File: config.mk
export PLATFORM = sky130hd
export DESIGN_NAME = vga_text_gen
export DESIGN_NICKNAME = d
export VERILOG_FILES = /design/src/rtl/vga_text_gen.sv
export SDC_FILE = /design/constraint.sdc
export NUM_CORES = 1
export LEC_CHECK = 0
export ABC_AREA = 0
export CAP_MARGIN = 20
export CORE_AREA = 5 5 125 156
export DETAILED_ROUTE_END_ITERATION = 16
export DIE_AREA = 0 0 130 161
export HOLD_SLACK_MARGIN = 0.08
export PLACE_DENSITY_LB_ADDON = 0.3
export SYNTH_ARGS = -nofsm -noshare
export SYNTH_HDL_FRONTEND = slang
export SYNTH_SLANG_ARGS = --single-unit
File: constraint.sdc
create_clock -name pixel_clock -period 6.6 [get_ports pixel_clock]
set_input_delay 1.32 -clock pixel_clock [delete_from_list [all_inputs] [get_ports pixel_clock]]
set_output_delay 1.32 -clock pixel_clock [all_outputs]
set_load 0.05 [all_outputs]
File: src/rtl/vga_text_gen.sv
`default_nettype none
// ============================================================================
// Module   : vga_text_gen
// Brief    : Parametrised raster text/semigraphics-4 generator with test
//            pattern, per-frame base latch and frame_start strobe.
// Revision : 1.0 - initial release
// ============================================================================
module vga_text_gen #(
  parameter int H_RES        = 800,
  parameter int H_SYNC_START = 840,
  parameter int H_SYNC_STOP  = 968,
  parameter int H_TOTAL      = 1056,
  parameter int V_RES        = 600,
  parameter int V_SYNC_START = 601,
  parameter int V_SYNC_STOP  = 605,
  parameter int V_TOTAL      = 628,
  parameter int HS_POL       = 1,
  parameter int VS_POL       = 1,
  parameter int WIN_X        = 144,
  parameter int WIN_Y        = 12,
  parameter int COLS         = 32,
  parameter int ROWS         = 16,
  parameter int CHAR_H       = 12,
  parameter int H_SCALE      = 2,
  parameter int V_SCALE      = 3,
  parameter int FONT_AW      = 12
) (
  input  logic               pixel_clock,
  input  logic               reset_n,
  input  logic [15:0]        display_base,
  input  logic               test_pattern,
  input  logic               css,
  output logic [15:0]        ram_addr,
  input  logic [7:0]         ram_data,
  output logic [FONT_AW-1:0] font_addr,
  input  logic [7:0]         font_data,
  output logic               hsync,
  output logic               vsync,
  output logic               blank,
  output logic [7:0]         red,
  output logic [7:0]         green,
  output logic [7:0]         blue,
  output logic               frame_start
);

  // Counters are at least 9 bits so the test pattern can always use h/v[8:0].
  localparam int HW   = ($clog2(H_TOTAL) < 9) ? 9 : $clog2(H_TOTAL);
  localparam int VW   = ($clog2(V_TOTAL) < 9) ? 9 : $clog2(V_TOTAL);
  localparam int CELL = 8 * H_SCALE;
  localparam int PW   = $clog2(CELL);
  localparam int CW   = $clog2(COLS + 1);
  localparam int GW   = $clog2(CHAR_H + 1);
  localparam int VSW  = $clog2(V_SCALE + 1);
  localparam int HSW  = $clog2(H_SCALE + 1);

  localparam logic [HW-1:0]  C_H_LAST    = HW'(H_TOTAL - 1);
  localparam logic [HW-1:0]  C_H_RES     = HW'(H_RES);
  localparam logic [HW-1:0]  C_HS_START  = HW'(H_SYNC_START);
  localparam logic [HW-1:0]  C_HS_STOP   = HW'(H_SYNC_STOP);
  localparam logic [HW-1:0]  C_REG_START = HW'(WIN_X - CELL);
  localparam logic [HW-1:0]  C_REG_STOP  = HW'(WIN_X + COLS * CELL);
  localparam logic [VW-1:0]  C_V_LAST    = VW'(V_TOTAL - 1);
  localparam logic [VW-1:0]  C_V_RES     = VW'(V_RES);
  localparam logic [VW-1:0]  C_VS_START  = VW'(V_SYNC_START);
  localparam logic [VW-1:0]  C_VS_STOP   = VW'(V_SYNC_STOP);
  localparam logic [VW-1:0]  C_WIN_Y     = VW'(WIN_Y);
  localparam logic [VW-1:0]  C_WIN_Y_END = VW'(WIN_Y + ROWS * CHAR_H * V_SCALE);
  localparam logic [PW-1:0]  C_PH_LAST   = PW'(CELL - 1);
  localparam logic [PW-1:0]  C_PH_ADDR   = PW'(0);
  localparam logic [PW-1:0]  C_PH_CODE   = PW'(2);
  localparam logic [PW-1:0]  C_PH_FONT   = PW'(3);
  localparam logic [PW-1:0]  C_PH_GLYPH  = PW'(5);
  localparam logic [CW-1:0]  C_COLS      = CW'(COLS);
  localparam logic [GW-1:0]  C_G_LAST    = GW'(CHAR_H - 1);
  localparam logic [GW-1:0]  C_G_HALF    = GW'(CHAR_H / 2);
  localparam logic [VSW-1:0] C_VSC_LAST  = VSW'(V_SCALE - 1);
  localparam logic [HSW-1:0] C_HSC_LAST  = HSW'(H_SCALE - 1);
  localparam logic           C_HS_ACT    = (HS_POL != 0);
  localparam logic           C_VS_ACT    = (VS_POL != 0);

  logic [HW-1:0]      r_h;
  logic [VW-1:0]      r_v;
  logic [PW-1:0]      r_phase;
  logic [CW-1:0]      r_col;
  logic [VSW-1:0]     r_vsub;
  logic [GW-1:0]      r_grow;
  logic [15:0]        r_line_start;
  logic [7:0]         r_code, r_next_code, r_next_bitmap, r_shift, r_dcode;
  logic [HSW-1:0]     r_hsub;
  logic [2:0]         r_gpx;
  logic [15:0]        r_ram_addr;
  logic [FONT_AW-1:0] r_font_addr;
  logic               r_hsync, r_vsync, r_blank, r_frame_start;
  logic [23:0]        r_rgb;

  logic               w_active, w_win_line, w_region, w_cell_start, w_win;
  logic               w_frame, w_line_end, w_top, w_quad_on;
  logic [7:0]         w_bits, w_code;
  logic [HSW-1:0]     w_hsub;
  logic [2:0]         w_gpx;
  logic [FONT_AW-1:0] w_font_addr;
  logic [23:0]        w_rgb;

  function automatic logic [23:0] sg_colour(input logic [2:0] idx);
    case (idx)
      3'd0:    return 24'h07FF00;
      3'd1:    return 24'hFFFF00;
      3'd2:    return 24'h3B08FF;
      3'd3:    return 24'hCC003B;
      3'd4:    return 24'hFFFFFF;
      3'd5:    return 24'h07E399;
      3'd6:    return 24'hFF1CFF;
      default: return 24'hFF8100;
    endcase
  endfunction

  assign w_active     = (r_h < C_H_RES) && (r_v < C_V_RES);
  assign w_win_line   = (r_v >= C_WIN_Y) && (r_v < C_WIN_Y_END);
  assign w_region     = (r_h >= C_REG_START) && (r_h < C_REG_STOP);
  assign w_cell_start = w_region && (r_phase == '0) && (r_col != '0);
  assign w_win        = w_win_line && w_region && (r_col != '0);
  assign w_frame      = (r_h == '0) && (r_v == C_VS_START);
  assign w_line_end   = (r_h == C_H_LAST);
  // The first clock of a cell shows the freshly fetched glyph directly.
  assign w_bits       = w_cell_start ? r_next_bitmap : r_shift;
  assign w_code       = w_cell_start ? r_next_code   : r_dcode;
  assign w_hsub       = w_cell_start ? '0 : r_hsub;
  assign w_gpx        = w_cell_start ? '0 : r_gpx;
  assign w_top        = (r_grow < C_G_HALF);
  assign w_font_addr  = FONT_AW'({~r_code[6], r_code[5:0]} * CHAR_H) + FONT_AW'(r_grow);

  always_comb begin
    w_quad_on = 1'b0;
    case ({w_top, w_gpx[2]})
      2'b10:   w_quad_on = w_code[3];
      2'b11:   w_quad_on = w_code[2];
      2'b00:   w_quad_on = w_code[1];
      default: w_quad_on = w_code[0];
    endcase
    w_rgb = 24'h000000;
    if (w_active) begin
      if (test_pattern)
        w_rgb = {r_h[7:0] ^ r_v[7:0], r_h[8:1], r_v[8:1]};
      else if (w_win && w_code[7])
        w_rgb = w_quad_on ? sg_colour(w_code[6:4]) : 24'h000000;
      else if (w_win && !w_bits[7])
        w_rgb = css ? 24'hFF8100 : 24'h07FF00;
    end
  end

  always_ff @(posedge pixel_clock) begin
    if (!reset_n) begin
      r_h <= '0; r_v <= '0; r_phase <= '0; r_col <= '0;
      r_vsub <= '0; r_grow <= '0;
      r_line_start <= display_base;
      r_code <= '0; r_next_code <= '0; r_next_bitmap <= '0;
      r_shift <= '0; r_dcode <= '0; r_hsub <= '0; r_gpx <= '0;
      r_ram_addr <= display_base;
      r_font_addr <= '0;
      r_hsync <= ~C_HS_ACT;
      r_vsync <= ~C_VS_ACT;
      r_blank <= 1'b0;
      r_frame_start <= 1'b0;
      r_rgb <= '0;
    end else begin
      if (w_line_end) begin
        r_h <= '0;
        r_v <= (r_v == C_V_LAST) ? '0 : r_v + 1'b1;
      end else begin
        r_h <= r_h + 1'b1;
      end

      if (w_region) begin
        if (r_phase == C_PH_LAST) begin
          r_phase <= '0;
          r_col   <= r_col + 1'b1;
        end else begin
          r_phase <= r_phase + 1'b1;
        end
      end else begin
        r_phase <= '0;
        r_col   <= '0;
      end

      if (w_win_line && w_region && (r_col != C_COLS)) begin
        if (r_phase == C_PH_ADDR)  r_ram_addr  <= r_line_start + 16'(r_col);
        if (r_phase == C_PH_CODE)  r_code      <= ram_data;
        if (r_phase == C_PH_FONT)  r_font_addr <= w_font_addr;
        if (r_phase == C_PH_GLYPH) begin
          r_next_bitmap <= font_data;
          r_next_code   <= r_code;
        end
      end

      if (w_frame) begin
        r_line_start <= display_base;
        r_vsub <= '0;
        r_grow <= '0;
      end else if (w_line_end && w_win_line) begin
        if (r_vsub == C_VSC_LAST) begin
          r_vsub <= '0;
          if (r_grow == C_G_LAST) begin
            r_grow <= '0;
            r_line_start <= r_line_start + 16'(COLS);
          end else begin
            r_grow <= r_grow + 1'b1;
          end
        end else begin
          r_vsub <= r_vsub + 1'b1;
        end
      end

      r_dcode <= w_code;
      if (w_hsub == C_HSC_LAST) begin
        r_hsub  <= '0;
        r_shift <= {w_bits[6:0], 1'b0};
        r_gpx   <= w_gpx + 1'b1;
      end else begin
        r_hsub  <= w_hsub + 1'b1;
        r_shift <= w_bits;
        r_gpx   <= w_gpx;
      end

      r_hsync <= ((r_h >= C_HS_START) && (r_h < C_HS_STOP)) ? C_HS_ACT : ~C_HS_ACT;
      r_vsync <= ((r_v >= C_VS_START) && (r_v < C_VS_STOP)) ? C_VS_ACT : ~C_VS_ACT;
      r_blank <= w_active;
      r_frame_start <= w_frame;
      r_rgb <= w_rgb;
    end
  end

  assign ram_addr    = r_ram_addr;
  assign font_addr   = r_font_addr;
  assign hsync       = r_hsync;
  assign vsync       = r_vsync;
  assign blank       = r_blank;
  assign frame_start = r_frame_start;
  assign red         = r_rgb[23:16];
  assign green       = r_rgb[15:8];
  assign blue        = r_rgb[7:0];

endmodule
`default_nettype wire
==> Yosys cells after proc, flatten, opt, wreduce, memory -nomap -nowiden <==
Cells that the tools add are included.
{ "op_classes": {"n_reduce_logical": 32, "mul": 1, "n_bitwise": 4, "addsub": 11, "magnitude_cmp": 11, "n_eq_ne": 24, "mux": 26} }
{ "ops": {"columns": ["cell", "count"], "rows": [
  ["one-hot mux 24 bit (7 select lines)", 1],
  ["2-to-1 mux 16 bit", 8],
  ["2-to-1 mux 24 bit", 5],
  ["less-than comparator 11 x 10 -> 1 bit (second input constant)", 3],
  ["less-than comparator 10 bit (second input constant)", 3],
  ["2-to-1 mux 8 bit", 3],
  ["== test 10 bit (second input constant)", 2],
  ["adder 16 x 6 -> 16 bit", 1],
  ["adder 16 x 6 -> 16 bit (second input constant)", 1],
  ["logical AND 1 bit", 14],
  ["AND reduction 2 bit", 7],
  ["adder 11 x 4 -> 12 bit", 1],
  ["adder 11 x 1 -> 11 bit (second input constant)", 1],
  ["== test 11 bit (second input constant)", 1],
  [">= comparator 11 x 10 -> 1 bit (second input constant)", 1],
  [">= comparator 11 x 8 -> 1 bit (second input constant)", 1],
  ["zero test 11 bit", 1],
  ["adder 10 x 1 -> 10 bit (second input constant)", 1],
  [">= comparator 10 bit (second input constant)", 1],
  [">= comparator 10 x 4 -> 1 bit (second input constant)", 1],
  ["2-to-1 mux 10 bit", 1],
  ["== test 3 bit (second input constant)", 3],
  ["multiplier 7 x 2 -> 9 bit (second input constant)", 1],
  ["inequality test 3 x 1 -> 1 bit (second input constant)", 3],
  ["29 further kinds", 44]
]} }
{ "totals": {"input_bits": 36, "word_cells": 131, "ff_bits": 154} }

==> Depth between registers and ports, before layout <==
{ "depth": {"depth_word": 10, "mapped_depth": 13} }

==> Worst setup path after synthesis <==
No wires, ideal clock.
{ "synth_timing": {"kind": "input to register", "start": "input reset_n", "end": "register r_line_start[10], enable pin", "required_time_ps": 6219, "path_buffers": 2, "setup_ps": 381, "t_arrival_ps": 2484, "path_slack_ps": 3735, "cell_stages": 4, "path_cell_list": "clkbuf_1 o31ai_1 clkbuf_1 o21bai_1"} }
{ "synth_between": {"elab_chain_cells": 2, "elab_cells_between_ends": 4} }
{ "synth_rtl": {"columns": ["item", "line", "source"], "rows": [
  ["start, declared", "29", "input logic reset_n,"],
  ["inequality test 3 x 1 -> 1 bit (no line)", null, null],
  ["AND reduction 3 bit (no line) (*)", null, null],
  ["end signal, assigned", "155", "r_line_start <= display_base;"],
  ["end signal, assigned", "196", "r_line_start <= display_base;"],
  ["end signal, assigned", "204", "r_line_start <= r_line_start + 16'(COLS);"],
  ["end, declared", "87", "logic [15:0] r_line_start;"]
]} }
Every way passes the cells marked *; elsewhere a longest branch is shown, timed or not.
A chain may end at the register's enable or synchronous reset.

==> Final worst setup path <==
{ "layout_timing": {"start": "input reset_n", "end": "register r_rgb[20]"} }
{ "layout_between": {"elab_chain_cells": 1} }
{ "layout_rtl": {"columns": ["item", "line", "source"], "rows": [
  ["AND reduction 2 bit (no line)", null, null],
  ["end signal, assigned", "228", "r_rgb <= w_rgb;"],
  ["end, declared", "94", "logic [23:0] r_rgb;"]
]} }
No other way between the ends.

==> results by group <==
Power
  • Pint: 0.00166 W
  • Pwr Density: 227 mW/mm^2
  • Maximum VDD drop: 0.155 mV
  • Lkg Pwr: approximately 3.5 nW
  • Clock network power share: a little under half
  • Reg power frac: 46.8%
  • Tot Pwr: 0.00216 W
  • Combinational fraction of design power: ~8%
  • Switching Power: 0.000495 W
  • Net Sw Frac: 23.0%

Setup path
  • Worst Setup End Kind: flip-flop
  • Max FO, Critical Path: 36
  • FF-to-FF path depth: 7
  • CP startpoint kind: primary input
  • Critical path type: primary input to flip-flop
  • Worst Path Arrival: approximately 3.8 ns
  • Worst EP required: 6.94 ns

Final layout
  • Share of cells above drive strength 1: under 10%
  • Nets: 995
  • Area grow syn2layout: 20.5%
  • Post-route cell area: 0.00949 mm^2
  • Filler cells: 1671
  • Antenna cells: 0
  • Finished Core Util: between 50% and 60%

Clocking
  • Post-CTS Setup Bufs: 0
  • # resized after CTS: 0
  • Total clock buffers created by CTS: 17
  • Hold-fix buffers, CTS: 0
  • Worst-Skew Late Latency: approximately 0.43 ns
  • Clock root buffer: clkbuf_16
  • TritonCTS clock tree: yes
  • CTS sink cnt: about 150
  • # H-tree levels: 4
  • Clock-pin slew on the worst setup and hold paths: 0.06 ns
  • CTS max path bufs: 2

STA
  • Slew Limit Fails: 0
  • Worst Skew: 0.00884 ns
  • Setup violators final: 0
  • Hold Fails Final Rpt: 0
  • Final min period: 3.42 ns
  • Max Clock Freq: 293 MHz
  • Final setup TNS: 0 ns
  • RSZ-0062 raised after global routing: no
  • Tcrit/Tclk final: 51.8%
  • Slew HR: 31.2%
  • Worst-Margin Slew: 1.03 ns

Min path
  • Hold depth: 2
  • Min-delay worst type: flip-flop to flip-flop

Yosys
  • Largest area contributor in the netlist: dfxtp_1
  • Register bit total from synthesis: 154
  • Synth cell types: between 60 and 70
  • Syn avg cell area: a little over 9 um^2
  • Post-synth top cells: 122 x dfxtp_1, 119 x nor2_1, 87 x nand2_1
  • EDFF count, synth: 32
  • Synth top area share: between 30% and 40%
  • Syn nets: ~930
  • Top-count cell post-synth: dfxtp_1
  • Ys flop type: dfxtp_1
  • Gate count of the mapped netlist: between 800 and 900
  • Sequential share of the synthesized area: around 43%
  • Mapped cell area: a little under 0.008 mm^2
  • Synth warnings: 0
  • Ys async rst share: 0%
  • Synth area leaders: dfxtp_1 31%, edfxtp_1 12%, nor2_1 5.7%, mux2i_1 5.5%, ha_1 5.1%

Global route
  • First-pass GRT wire length: 29.4 mm
  • Grt total ovfl: 0
  • Number of global-route vias before repair: 5875
  • Largest net degree at the start of global routing: 50
  • Total global routing track utilization: 17.5%
  • Initial antenna violation count: 0

Routing
  • DR WL/cell: 15.0 um
  • DRC viols: 0
  • Detailed-route wire length: 17.5 mm
  • Initial DRC count: 339
  • Antenna-violating nets left: 0
  • Via density: 5.23
  • Vias: ~6100
  • Drt pass-1 iters: 5

Die
  • Row count: 55
  • Core area: 0.0179 mm^2
  • I/O Pins: between 90 and 100
  • Die outline width: 130 um
  • Die H: 161 um
  • Die ar.: between 0.02 and 0.025 mm^2
  • Initial Util: about 44%

Placed design
  • GP Congestion: 0.863
  • Port Buf Inserts: 91
  • Hpwl dp: 12.6 mm
  • Placed instance area: 0.00888 mm^2

Outcome
  • Outcome: complete, no violations

Job
  • Max Cap Violations: 0
[power by group through the flow]
stage          logic (W)  clock network (W)  registers (W)
2_1_floorplan  0.0000817                  0        0.00106
3_3_place_gp    0.000171                  0        0.00103
3_5_place_dp    0.000172                  0        0.00103
4_1_cts         0.000174           0.000999        0.00101
5_1_grt         0.000189            0.00104        0.00101
6_report        0.000173           0.000975        0.00101
[final timing paths]
kind,startpoint,slack (ns),endpoint
worst max-delay path,reset_n,3.18,r_rgb[20]
worst min-delay path,r_dcode[0],0.45,r_dcode[0]
worst max register to register,r_h[5],3.23,r_rgb[16]
worst min register to register,r_dcode[0],0.45,r_dcode[0]
[metal layers]
metal,track usage (%),wire length [um]
met5,0,0
met1,23.1,7900
met3,3.18,606
met4,6.66,341
met2,28.6,8660
[sequential cells by signal (all words and copies together), names as in the netlist, 10 cells and up]
register	cells
font_addr	12
r_h	11
r_line_start	16
r_rgb	24
r_v	10
ram_addr	16
[kinds of logic (layout without fill, tap and decap cells)]
kind of cell,count (synthesis),in the layout,share of synthesized area [%]
compound gates,128,128,10.6
xor+xnor,66,66,7.34
fa+ha+maj,35,35,5.85
buf+inv,77,153,4.24
flops,154,154,43.2
mux,53,53,7.04
simple gates,347,347,21.7
[critical path: stages]
cell,delay [ns]
clkdlybuf4s50_1,0.45
buf_4,0.37
nand4b_1,0.68
inv_1,0.56
nand3_1,0.17
o221ai_1,0.19
[placed cells by master, fill, tap and decap left out, types with 7 or more instances in the layout]
| master | instances |
|---|---|
| nand2_1 | 87 |
| nor2_1 | 119 |
| a21oi_1 | 40 |
| mux2i_1 | 43 |
| nand2b_1 | 10 |
| and3_1 | 15 |
| inv_1 | 25 |
| xnor2_1 | 34 |
| o21ai_0 | 29 |
| a211oi_1 | 13 |
| a31oi_1 | 7 |
| a21o_1 | 7 |
| dfxtp_1 | 122 |
| ha_1 | 32 |
| nand4_1 | 14 |
| clkbuf_16 | 18 |
| xor2_1 | 32 |
| mux2_2 | 9 |
| edfxtp_1 | 32 |
| clkdlybuf4s50_1 | 91 |
| and2_1 | 11 |
| nand3_1 | 36 |
[layout make-up]
class | instances | area, um^2 | share of cell area [%]
clock buffer | 21 | 482 | 5.08
clock inverter | 10 | 115 | 1.21
inverter | 26 | 97.6 | 1.03
multi-input combinational | 629 | 4150 | 43.7
sequential | 154 | 3400 | 35.9
tap | 228 | 285 | 3.01
timing repair buffer | 96 | 956 | 10.1
[per-stage QoR]
step | hold WS (ns) | std cells | setup WS, ns
finish | 0.451 | 1164 | 3.18
global route | 0.473 | 1164 | 2.88
CTS | 0.456 | 1163 | 3.17
detailed placement | 0.443 | 1132 | 2.76
global placement | 0.440 | 1132 | 2.80
floorplan | 0.431 | 860 | 3.73
Note: power is estimated with default switching activity, not from simulation.
